**src/rtl/alu_cmd_issue_if.sv**
```systemverilog
// Command/response handshake bundle for alu_cmd_issue.
// master = command producer and response consumer; slave = the issue stage.
interface alu_cmd_issue_if #(
  parameter int DEPTH = 4,
  parameter int TAG_W = 4
);
  logic                   cmd_valid;
  logic                   cmd_ready;
  logic [7:0]             cmd_a;
  logic [7:0]             cmd_b;
  logic [3:0]             cmd_sel;
  logic [TAG_W-1:0]       cmd_tag;
  logic [$clog2(DEPTH):0] cmd_count;

  logic                   rsp_valid;
  logic                   rsp_ready;
  logic [7:0]             rsp_data;
  logic [TAG_W-1:0]       rsp_tag;
  logic [1:0]             rsp_err;

  modport master (
    output cmd_valid, cmd_a, cmd_b, cmd_sel, cmd_tag, rsp_ready,
    input  cmd_ready, cmd_count, rsp_valid, rsp_data, rsp_tag, rsp_err
  );

  modport slave (
    input  cmd_valid, cmd_a, cmd_b, cmd_sel, cmd_tag, rsp_ready,
    output cmd_ready, cmd_count, rsp_valid, rsp_data, rsp_tag, rsp_err
  );
endinterface

```
**src/rtl/alu_cmd_issue.sv**
```systemverilog
// Issue stage for the 8-bit ALU: queues commands, screens illegal/div-by-zero ones,
// sequences the ALU and returns tagged results. Define ALU_CHK_EN to add the result checker.
module alu_cmd_issue #(
  parameter int DEPTH = 4,
  parameter int TAG_W = 4
) (
  input  logic           clock,
  input  logic           reset,
  alu_cmd_issue_if.slave bus,
  output logic [7:0]     alu_a,
  output logic [7:0]     alu_b,
  output logic [3:0]     alu_sel,
  input  logic [7:0]     alu_out
`ifdef ALU_CHK_EN
  ,
  output logic           rsp_mismatch
`endif
);

  localparam int PTR_W = $clog2(DEPTH);
  localparam int CNT_W = PTR_W + 1;

  localparam logic [3:0] SEL_ADD = 4'h0;
  localparam logic [3:0] SEL_SUB = 4'h1;
  localparam logic [3:0] SEL_MUL = 4'h2;
  localparam logic [3:0] SEL_DIV = 4'h3;
  localparam logic [3:0] SEL_NOP = 4'h4;

  typedef enum logic [1:0] {
    ERR_OK      = 2'd0,
    ERR_ILLEGAL = 2'd1,
    ERR_DIV0    = 2'd2
  } err_t;

  typedef enum logic [1:0] {
    S_IDLE,
    S_EXEC,
    S_WAIT
  } state_t;

  typedef struct packed {
    logic [7:0]       a;
    logic [7:0]       b;
    logic [3:0]       sel;
    logic [TAG_W-1:0] tag;
  } cmd_t;

  // ---------------------------------------------------------------------------
  // Command FIFO
  // ---------------------------------------------------------------------------
  cmd_t             mem [DEPTH];
  logic [PTR_W-1:0] wr_ptr;
  logic [PTR_W-1:0] rd_ptr;
  logic [CNT_W-1:0] count;
  logic             full;
  logic             empty;
  logic             push;
  logic             pop;
  cmd_t             head;

  assign full  = (count == CNT_W'(DEPTH));
  assign empty = (count == '0);
  // A pop in the same cycle does not open a slot for a push while full.
  assign push  = bus.cmd_valid && !full;
  assign head  = mem[rd_ptr];

  assign bus.cmd_ready = !full;
  assign bus.cmd_count = count;

  // NOTE: the storage array has no reset; pointers and count decide which entries are live.
  always_ff @(posedge clock) begin
    if (push) begin
      mem[wr_ptr] <= '{a: bus.cmd_a, b: bus.cmd_b, sel: bus.cmd_sel, tag: bus.cmd_tag};
    end
  end

  // NOTE: sequential state uses non-blocking assignments so every register sees pre-edge values.
  always_ff @(posedge clock or posedge reset) begin
    if (reset) begin
      wr_ptr <= '0;
      rd_ptr <= '0;
      count  <= '0;
    end else begin
      if (push) wr_ptr <= wr_ptr + PTR_W'(1);
      if (pop)  rd_ptr <= rd_ptr + PTR_W'(1);
      unique case ({push, pop})
        2'b10:   count <= count + CNT_W'(1);
        2'b01:   count <= count - CNT_W'(1);
        default: count <= count;
      endcase
    end
  end

  // ---------------------------------------------------------------------------
  // Sequencer
  // ---------------------------------------------------------------------------
  state_t state_q;
  state_t state_d;
  logic   rsp_valid_q;
  logic   slot_free;
  logic   head_illegal;
  logic   head_div0;
  logic   issue;
  logic   screen;
  logic   finish;

  assign slot_free    = !rsp_valid_q || bus.rsp_ready;
  assign head_illegal = (head.sel > SEL_DIV);
  assign head_div0    = (head.sel == SEL_DIV) && (head.b == 8'h00);

  always_ff @(posedge clock or posedge reset) begin
    if (reset) state_q <= S_IDLE;
    else       state_q <= state_d;
  end

  // NOTE: every output of this block gets a default first, so no path can infer a latch.
  always_comb begin
    state_d = state_q;
    pop     = 1'b0;
    issue   = 1'b0;
    screen  = 1'b0;
    finish  = 1'b0;
    unique case (state_q)
      S_IDLE: begin
        if (!empty && slot_free) begin
          pop = 1'b1;
          if (head_illegal || head_div0) begin
            screen = 1'b1;
          end else begin
            issue   = 1'b1;
            state_d = S_EXEC;
          end
        end
      end
      S_EXEC: state_d = S_WAIT;
      S_WAIT: begin
        finish  = 1'b1;
        state_d = S_IDLE;
      end
      default: state_d = S_IDLE;
    endcase
  end

  // ALU inputs: opcode is only non-NOP for the single EXEC cycle.
  logic [TAG_W-1:0] saved_tag;

  always_ff @(posedge clock or posedge reset) begin
    if (reset) begin
      alu_a     <= 8'h00;
      alu_b     <= 8'h00;
      alu_sel   <= SEL_NOP;
      saved_tag <= '0;
    end else if (issue) begin
      alu_a     <= head.a;
      alu_b     <= head.b;
      alu_sel   <= head.sel;
      saved_tag <= head.tag;
    end else if (state_q == S_EXEC) begin
      alu_sel   <= SEL_NOP;
    end
  end

  // ---------------------------------------------------------------------------
  // Response register
  // ---------------------------------------------------------------------------
  logic [7:0]       rsp_data_q;
  logic [TAG_W-1:0] rsp_tag_q;
  err_t             rsp_err_q;

  always_ff @(posedge clock or posedge reset) begin
    if (reset) begin
      rsp_valid_q <= 1'b0;
      rsp_data_q  <= 8'h00;
      rsp_tag_q   <= '0;
      rsp_err_q   <= ERR_OK;
    end else if (screen) begin
      rsp_valid_q <= 1'b1;
      rsp_tag_q   <= head.tag;
      if (head_illegal) begin
        rsp_data_q <= 8'h00;
        rsp_err_q  <= ERR_ILLEGAL;
      end else begin
        rsp_data_q <= 8'hFF;
        rsp_err_q  <= ERR_DIV0;
      end
    end else if (finish) begin
      rsp_valid_q <= 1'b1;
      rsp_data_q  <= alu_out;
      rsp_tag_q   <= saved_tag;
      rsp_err_q   <= ERR_OK;
    end else if (bus.rsp_ready) begin
      rsp_valid_q <= 1'b0;
    end
  end

  assign bus.rsp_valid = rsp_valid_q;
  assign bus.rsp_data  = rsp_data_q;
  assign bus.rsp_tag   = rsp_tag_q;
  assign bus.rsp_err   = rsp_err_q;

`ifdef ALU_CHK_EN
  // ---------------------------------------------------------------------------
  // Result checker: recomputes the ALU result from the operands still on alu_a/alu_b.
  // ---------------------------------------------------------------------------
  logic [3:0] saved_sel;

  function automatic logic [7:0] ref_result(input logic [7:0] a, input logic [7:0] b,
                                            input logic [3:0] sel);
    logic [15:0] prod;
    prod = a * b;
    unique case (sel)
      SEL_ADD: ref_result = a + b;
      SEL_SUB: ref_result = a - b;
      SEL_MUL: ref_result = prod[7:0];
      SEL_DIV: ref_result = (b == 8'h00) ? 8'hFF : a / b;
      default: ref_result = 8'h00;
    endcase
  endfunction

  always_ff @(posedge clock or posedge reset) begin
    if (reset) begin
      saved_sel    <= SEL_NOP;
      rsp_mismatch <= 1'b0;
    end else begin
      if (issue)  saved_sel <= head.sel;
      if (screen) rsp_mismatch <= 1'b0;
      else if (finish) rsp_mismatch <= (alu_out != ref_result(alu_a, alu_b, saved_sel));
    end
  end
`endif

  // ---------------------------------------------------------------------------
  // Invariants
  // ---------------------------------------------------------------------------
  a_alu_sel_legal: assert property (@(posedge clock) disable iff (reset)
    (alu_sel <= SEL_DIV) || (alu_sel == SEL_NOP));

  a_no_div_zero: assert property (@(posedge clock) disable iff (reset)
    (alu_sel == SEL_DIV) |-> (alu_b != 8'h00));

  a_count_bound: assert property (@(posedge clock) disable iff (reset)
    count <= CNT_W'(DEPTH));

  a_rsp_hold: assert property (@(posedge clock) disable iff (reset)
    (rsp_valid_q && !bus.rsp_ready) |=> (rsp_valid_q && $stable(rsp_data_q)
                                         && $stable(rsp_tag_q) && $stable(rsp_err_q)));

endmodule

```
**src/flat_wrapper.sv**
```systemverilog
// flat-port wrapper written by rule: the top's interface ports become plain ports
module alu_cmd_issue_flat 
#(
  parameter int DEPTH = 4,
  parameter int TAG_W = 4
)
  (clock, reset, alu_a, alu_b, alu_sel, alu_out, bus_cmd_valid, bus_cmd_a, bus_cmd_b, bus_cmd_sel, bus_cmd_tag, bus_rsp_ready, bus_cmd_ready, bus_cmd_count, bus_rsp_valid, bus_rsp_data, bus_rsp_tag, bus_rsp_err);
  alu_cmd_issue_if #(.DEPTH(DEPTH), .TAG_W(TAG_W)) bus_i ();
  input  logic clock;
  input  logic reset;
  output logic [7:0] alu_a;
  output logic [7:0] alu_b;
  output logic [3:0] alu_sel;
  input  logic [7:0] alu_out;
  input wire logic [$bits(bus_i.cmd_valid)-1:0] bus_cmd_valid;
  input wire logic [$bits(bus_i.cmd_a)-1:0] bus_cmd_a;
  input wire logic [$bits(bus_i.cmd_b)-1:0] bus_cmd_b;
  input wire logic [$bits(bus_i.cmd_sel)-1:0] bus_cmd_sel;
  input wire logic [$bits(bus_i.cmd_tag)-1:0] bus_cmd_tag;
  input wire logic [$bits(bus_i.rsp_ready)-1:0] bus_rsp_ready;
  output wire logic [$bits(bus_i.cmd_ready)-1:0] bus_cmd_ready;
  output wire logic [$bits(bus_i.cmd_count)-1:0] bus_cmd_count;
  output wire logic [$bits(bus_i.rsp_valid)-1:0] bus_rsp_valid;
  output wire logic [$bits(bus_i.rsp_data)-1:0] bus_rsp_data;
  output wire logic [$bits(bus_i.rsp_tag)-1:0] bus_rsp_tag;
  output wire logic [$bits(bus_i.rsp_err)-1:0] bus_rsp_err;
  assign bus_i.cmd_valid = bus_cmd_valid;
  assign bus_i.cmd_a = bus_cmd_a;
  assign bus_i.cmd_b = bus_cmd_b;
  assign bus_i.cmd_sel = bus_cmd_sel;
  assign bus_i.cmd_tag = bus_cmd_tag;
  assign bus_i.rsp_ready = bus_rsp_ready;
  assign bus_cmd_ready = bus_i.cmd_ready;
  assign bus_cmd_count = bus_i.cmd_count;
  assign bus_rsp_valid = bus_i.rsp_valid;
  assign bus_rsp_data = bus_i.rsp_data;
  assign bus_rsp_tag = bus_i.rsp_tag;
  assign bus_rsp_err = bus_i.rsp_err;
  alu_cmd_issue #(.DEPTH(DEPTH), .TAG_W(TAG_W)) u_core (.clock(clock), .reset(reset), .bus(bus_i), .alu_a(alu_a), .alu_b(alu_b), .alu_sel(alu_sel), .alu_out(alu_out));
endmodule
```
**config.mk**
```make
export PLATFORM = sky130hd
export DESIGN_NAME = alu_cmd_issue_flat
export DESIGN_NICKNAME = d
export VERILOG_FILES = /design/src/rtl/alu_cmd_issue_if.sv /design/src/rtl/alu_cmd_issue.sv /design/src/flat_wrapper.sv
export SDC_FILE = /design/constraint.sdc
export NUM_CORES = 1
export LEC_CHECK = 0
export CORE_MARGIN = 10
export CORE_UTILIZATION = 49
export DETAILED_ROUTE_END_ITERATION = 6
export PLACE_DENSITY = 0.85
export SETUP_SLACK_MARGIN = 0.5
export SLEW_MARGIN = 20
export SYNTH_ARGS = -nofsm -noshare
export SYNTH_HDL_FRONTEND = slang
export SYNTH_SLANG_ARGS = --single-unit
```
**constraint.sdc**
```tcl
create_clock -name clock -period 2.5 [get_ports clock]
set_input_delay 0.5 -clock clock [delete_from_list [all_inputs] [get_ports clock]]
set_output_delay 0.5 -clock clock [all_outputs]
set_load 0.03 [all_outputs]
```
* Word-level counts from Yosys, hierarchy flattened
Memories as Yosys holds them, arrays and structs flattened. Cells that the tools add are included.
Storage, ports and cells: RAM bits 96, memories kept 1, word-level logic and storage cells 70, flip-flop bits (word level) 48, bits of input ports 36, output and inout port bits 39
Memory list:
- u_core.mem | words 4, width 24, rd ports 1, clocked after memory_dff 0, wr ports 1, line alu_cmd_issue.sv:51 | cmd_t mem [DEPTH];
Cells by class: multiplexer cells 28, add/subtract/negate cells 4, reduce and logical (&&, ||, !) cells 16, $lt $le $gt $ge 1, eq/ne operators 8
Operators with widths (number):
- 8-bit two-way mux | 3
- 4-bit two-way mux | 4
- 1-bit two-way mux | 14
- 2-bit two-way mux | 5
- 8-bit logical NOT | 1
- 3-bit case mux with 2 select lines | 1
- 2-bit nonzero test | 3
- 2-bit by 1-bit adder with 2-bit output, second input constant | 2
- 2-bit by 1-bit equality test with 1-bit output, second input constant | 2
- 2-bit equality test, second input constant | 2
- 4-bit by 2-bit equality test with 1-bit output, second input constant | 1
- 4-bit by 2-bit greater-than comparator with 1-bit output, second input constant | 1
- 2-bit case mux with 2 select lines | 1
- 3-bit by 1-bit adder with 3-bit output, second input constant | 1
- 3-bit equality test, second input constant | 1
- 1-bit logical AND | 3
- 1-bit logical NOT | 3
- 3-bit logical NOT | 1
- 3-bit nonzero test | 1
- 3-bit by 1-bit subtractor with 3-bit output, second input constant | 1
- 2-bit logical NOT | 1
- 1-bit logical OR | 2
- 2-bit by 1-bit inequality test with 1-bit output, second input constant | 1
- 2-bit inequality test, second input constant | 1
- 2-bit AND reduction | 1

* Longest topological paths before layout
An unclocked memory read counts as a cell.
depth after elaboration 8, gate-level depth with buffers 10, mapped depth without buffers 10

* Least setup slack after synthesis
No wires, ideal clock.
path type reg-to-reg, from register u_core.rd_ptr[0], to register u_core.alu_a[0], library setup time 0.128 ns, arrival time 2.358 ns, buffers on the path 3, setup slack 0.014 ns, cell stages (with the launch flop) 9, cells stage by stage dfrtp_1 buf_6 buf_4 mux4_2 nor4_2 nand3b_2 o21ai_4 buf_6 mux2_1
On the way: cells in the longest elaborated chain, start to end 7, elaborated cells between the ends (all ways) 9, classes of those cells order compare: 1; eq/ne: 1; mux: 3; reduce/logical: 3; memory: 1
Ends and longest elaborated chain:
- from (decl) | line alu_cmd_issue.sv:53 | logic [PTR_W-1:0] rd_ptr;
- from (signal assigned) | line alu_cmd_issue.sv:85 | if (pop) rd_ptr <= rd_ptr + PTR_W'(1);
- memory read 4 x 24 bit (*)
- branches (longest 6 deep; another with 4-bit by 2-bit greater-than comparator with 1-bit output)
- to (signal assigned) | line alu_cmd_issue.sv:154 | alu_a <= head.a;
- to (decl) | line alu_cmd_issue.sv:10 | output logic [7:0] alu_a,
Every way passes the cells marked *. A chain may end at the register's enable or synchronous reset.

* Worst setup path in the final report
from register u_core.rd_ptr[0], to register u_core.alu_b[2]
On the way: cells in the longest elaborated chain, start to end 7, elaborated cells between the ends (all ways) 9, classes of those cells order compare: 1; eq/ne: 1; mux: 3; reduce/logical: 3; memory: 1
Ends and longest elaborated chain:
- memory read 4 x 24 bit (*)
- branches (longest 6 deep; another with 4-bit by 2-bit greater-than comparator with 1-bit output)
- to (signal assigned) | line alu_cmd_issue.sv:155 | alu_b <= head.b;
- to (decl) | line alu_cmd_issue.sv:11 | output logic [7:0] alu_b,
Marked as above.

==> metrics.md <==
| Metric | Value |
|---|---|
| CP required | 2800 ps |
| Internal power | 6960 uW |
| First drt pass iteration count | 5 |
| Port bufs | 74 |
| Largest net degree at the start of global routing | 29 |
| Flip-flop and latch count after synthesis | 144 |
| Antenna cells | 0 |
| Synthesized Nets | 349 |
| Clock Tree Buf Depth | 2 |
| Hold buffer count at CTS | 0 |
| DIE HEIGHT | 127 um |
| Setup CP Type | reg2reg |
| Synth unique cells | 40 |
| RSZ-0062 raised after global routing | true |
| Finish-stage setup viols | 37 |
| Fmax achieved | 0.377 GHz |
| Final Hold Fails | 0 |
| Final instance area | 7760 sq um |
| Root buffer cell | clkbuf_16 |
| Failing checks | negative setup slack |
| Syn_area_per_cell | 18.3 sq um |
| Most common cell after layout, fill and taps aside | edfxtp_1 |
| Area leader, netlist | edfxtp_1 |
| Worst R2R Setup Slack | -150 ps |
| H-tree level count | 4 |
| CTS Buf Count | 17 |
| TNS Setup | -3900 ps |
| Worst setup EP type | flop |
| Combinational share of power | 0.442 |
| Share of layout cells above drive strength 1 | 0.325 |
| Critical Path Start Type | flop |
| Global-route wire length before repair | 20600 um |
| Number of global-route vias before repair | 3623 |
| CTS tree | built |
| Hpwl dp | 8080 um |
| Leak | 0.00313 uW |
| Chip width | 127 um |
| # nets final | 482 |
| Max-cap violations | 0 |
| Core ar. | 11300 sq um |
| Starting Density | 0.495 |
| Outcome | complete, but fails checks |
| Worst Skew | 5.16 ps |
| Seq pwr share | 0.339 |
| Hold Path Class | in2async |
| Initial DRC count | 273 |
| Ys flop type | edfxtp_1 |
| Post-synth EDFFs | 96 |
| Worst vdd ir | 0.729 mV |
| Clock network fraction of total power | 0.219 |
| Slew headroom | 0.591 |
| Register area share after synthesis | 0.728 |
| Layout area overhead | 38.5% |
| RR Endpoint | u_core.alu_b[2] |
| Top cells by area, synth | edfxtp_1 (51%), dfrtp_1 (21%), mux4_2 (9.2%), mux2_1 (3.8%), a31oi_1 (1.3%) |
| Non-Filler Instances | 596 |
| # placed instances | 539 |
| Die area | 16100 sq um |
| Final wirelength | 13500 um |
| DRT antenna net count | 0 |
| Gp weighted congestion | 0.839 |
| Vias per Instance | 5.60 |
| Area share of the largest cell type after synthesis | 0.514 |
| CP arrival | 2950 ps |
| Fin crit share | 1.06 |
| Setup WS post-layout | -149 ps |
| Placed inst area | 6740 sq um |
| Commonest non-fill, non-tap cells in the layout | edfxtp_1 (96), clkdlybuf4s50_1 (46), dfrtp_1 (45) |
| Post-Synthesis Cells | 307 |
| Clk sinks | 144 |
| Crit path time final | 2650 ps |
| Clk pin slew, worst setup/hold paths | 60 ps |
| Worst-path fanout max | 5 |
| Final Hold Slack | 475 ps |
| Sw power | 3650 uW |
| Filler instances | 702 |
| R2R depth | 8 |
| Initial antenna violation count | 0 |
| Vias | 3340 |
| Warning count from the yosys run | 0 |
| Total DRC errors in the routed layout | 0 |
| Clk Latency, worst-skew pair | 420 ps |
| Netlist Area Pre-Place | 5610 sq um |
| Least-Margin Pin Slew | 613 ps |
| Switching Share | 0.344 |
| Remaining Overflow, GRT | 0 |
| Max-slew violations | 0 |
| FFs w/ async S/R, synth | 0.333 |
| GRT Util Overall | 0.169 |
| Reg-to-Reg Start | u_core.rd_ptr[0] |
| Top-Level Pins | 75 |
| # rows | 39 |
| Pwr dens | 1370 nW/um^2 |
| Routed len/inst | 22.6 um |
## what timing repair did
item,in CTS,in global routing
cloned,2,0
resized for setup,58,27
setup buffers,21,2
pin swaps,12,10
endpoints found under the setup margin,56,53
## per-layer routing
metal	vias to the layer above	global-route usage	wire length, um
met2	152	0.280	6950
met4	0	0.0723	344
met5	-	0	0
li1	1459	-	-
met1	1690	0.193	5150
met3	39	0.0641	1030
## through the flow
step | power (uW) | util | setup slack, ps
after floorplan | 6140 | - | 61.4
after global placement | 7360 | 0.595 | -227
after detailed placement | 7560 | 0.595 | -318
after CTS | 10400 | 0.673 | -121
after global routing | 11100 | 0.686 | -199
final | 10600 | 0.686 | -149
## power groups by stage
stage	combinational (uW)	sequential, uW	clock, uW
global placement	3790	3580	0
CTS	4510	3590	2350
floorplan	2140	3990	0
global route	4990	3650	2450
detailed placement	3950	3610	0
finish	4690	3600	2330
## how the worst max path moves through the flow
stage / start / to
after floorplan: u_core.rd_ptr[0] / u_core.alu_a[0]
after CTS: u_core.rd_ptr[0] / u_core.bus.rsp_data[2]
after global routing: u_core.rd_ptr[0] / u_core.alu_b[2]
after global placement: u_core.rd_ptr[0] / u_core.alu_a[7]
after detailed placement: u_core.rd_ptr[0] / u_core.alu_a[7]
final: u_core.rd_ptr[0] / u_core.alu_b[2]
## sequential cells by signal, indices dropped and copies added (netlist names)
name,count
u_core.bus.rsp_valid,1
u_core.mem,96
u_core.alu_a,8
u_core.saved_tag,4
u_core.alu_b,8
u_core.bus.rsp_data,8
u_core.bus.rsp_tag,4
u_core.bus.cmd_count,3
u_core.bus.rsp_err,2
u_core.state_q,2
u_core.rd_ptr,2
u_core.alu_sel,4
u_core.wr_ptr,2
## synthesized netlist by cell type, types with 2 or more instances
cell	n
nor2_1	11
nand2_1	20
a22o_1	3
ha_1	5
edfxtp_1	96
a31oi_1	12
dfrtp_1	47
xor2_1	2
and2_1	4
mux4_2	23
o32ai_1	4
clkbuf_1	6
xnor2_1	4
o211a_1	4
nand2b_1	6
inv_1	8
buf_6	4
inv_2	2
a21oi_1	2
mux2_1	19
nor2b_1	2
and3_1	5
## worst max-delay path, cell delays in order (launching register included)
cell	delay, ps
dfrtp_2	440
buf_12	140
mux4_2	500
or4b_4	570
buf_6	150
buf_6	110
o21ai_4	150
buf_6	160
mux2_1	320
## final cells by class
type	count	area, sq um	area share
Inverter	10	42.5	0.00548
Timing Repair Buffer	125	1250	0.161
Clock buffer	27	524	0.0675
Clock inverter	5	27.5	0.00354
Multi-Input combinational cell	142	1650	0.213
Sequential cell	144	4090	0.526
Tap cell	143	179	0.0230
## logic make-up (layout without fill, tap and decap cells)
logic type,Yosys count,after routing,share of synthesized area
compound gates,30,31,0.0415
xor+xnor,6,6,0.00937
fa+ha+maj,6,6,0.0147
buf+inv,22,167,0.0207
flops,144,144,0.728
mux,43,43,0.132
simple gates,56,56,0.0529
Power figures use the tool's default switching activity.
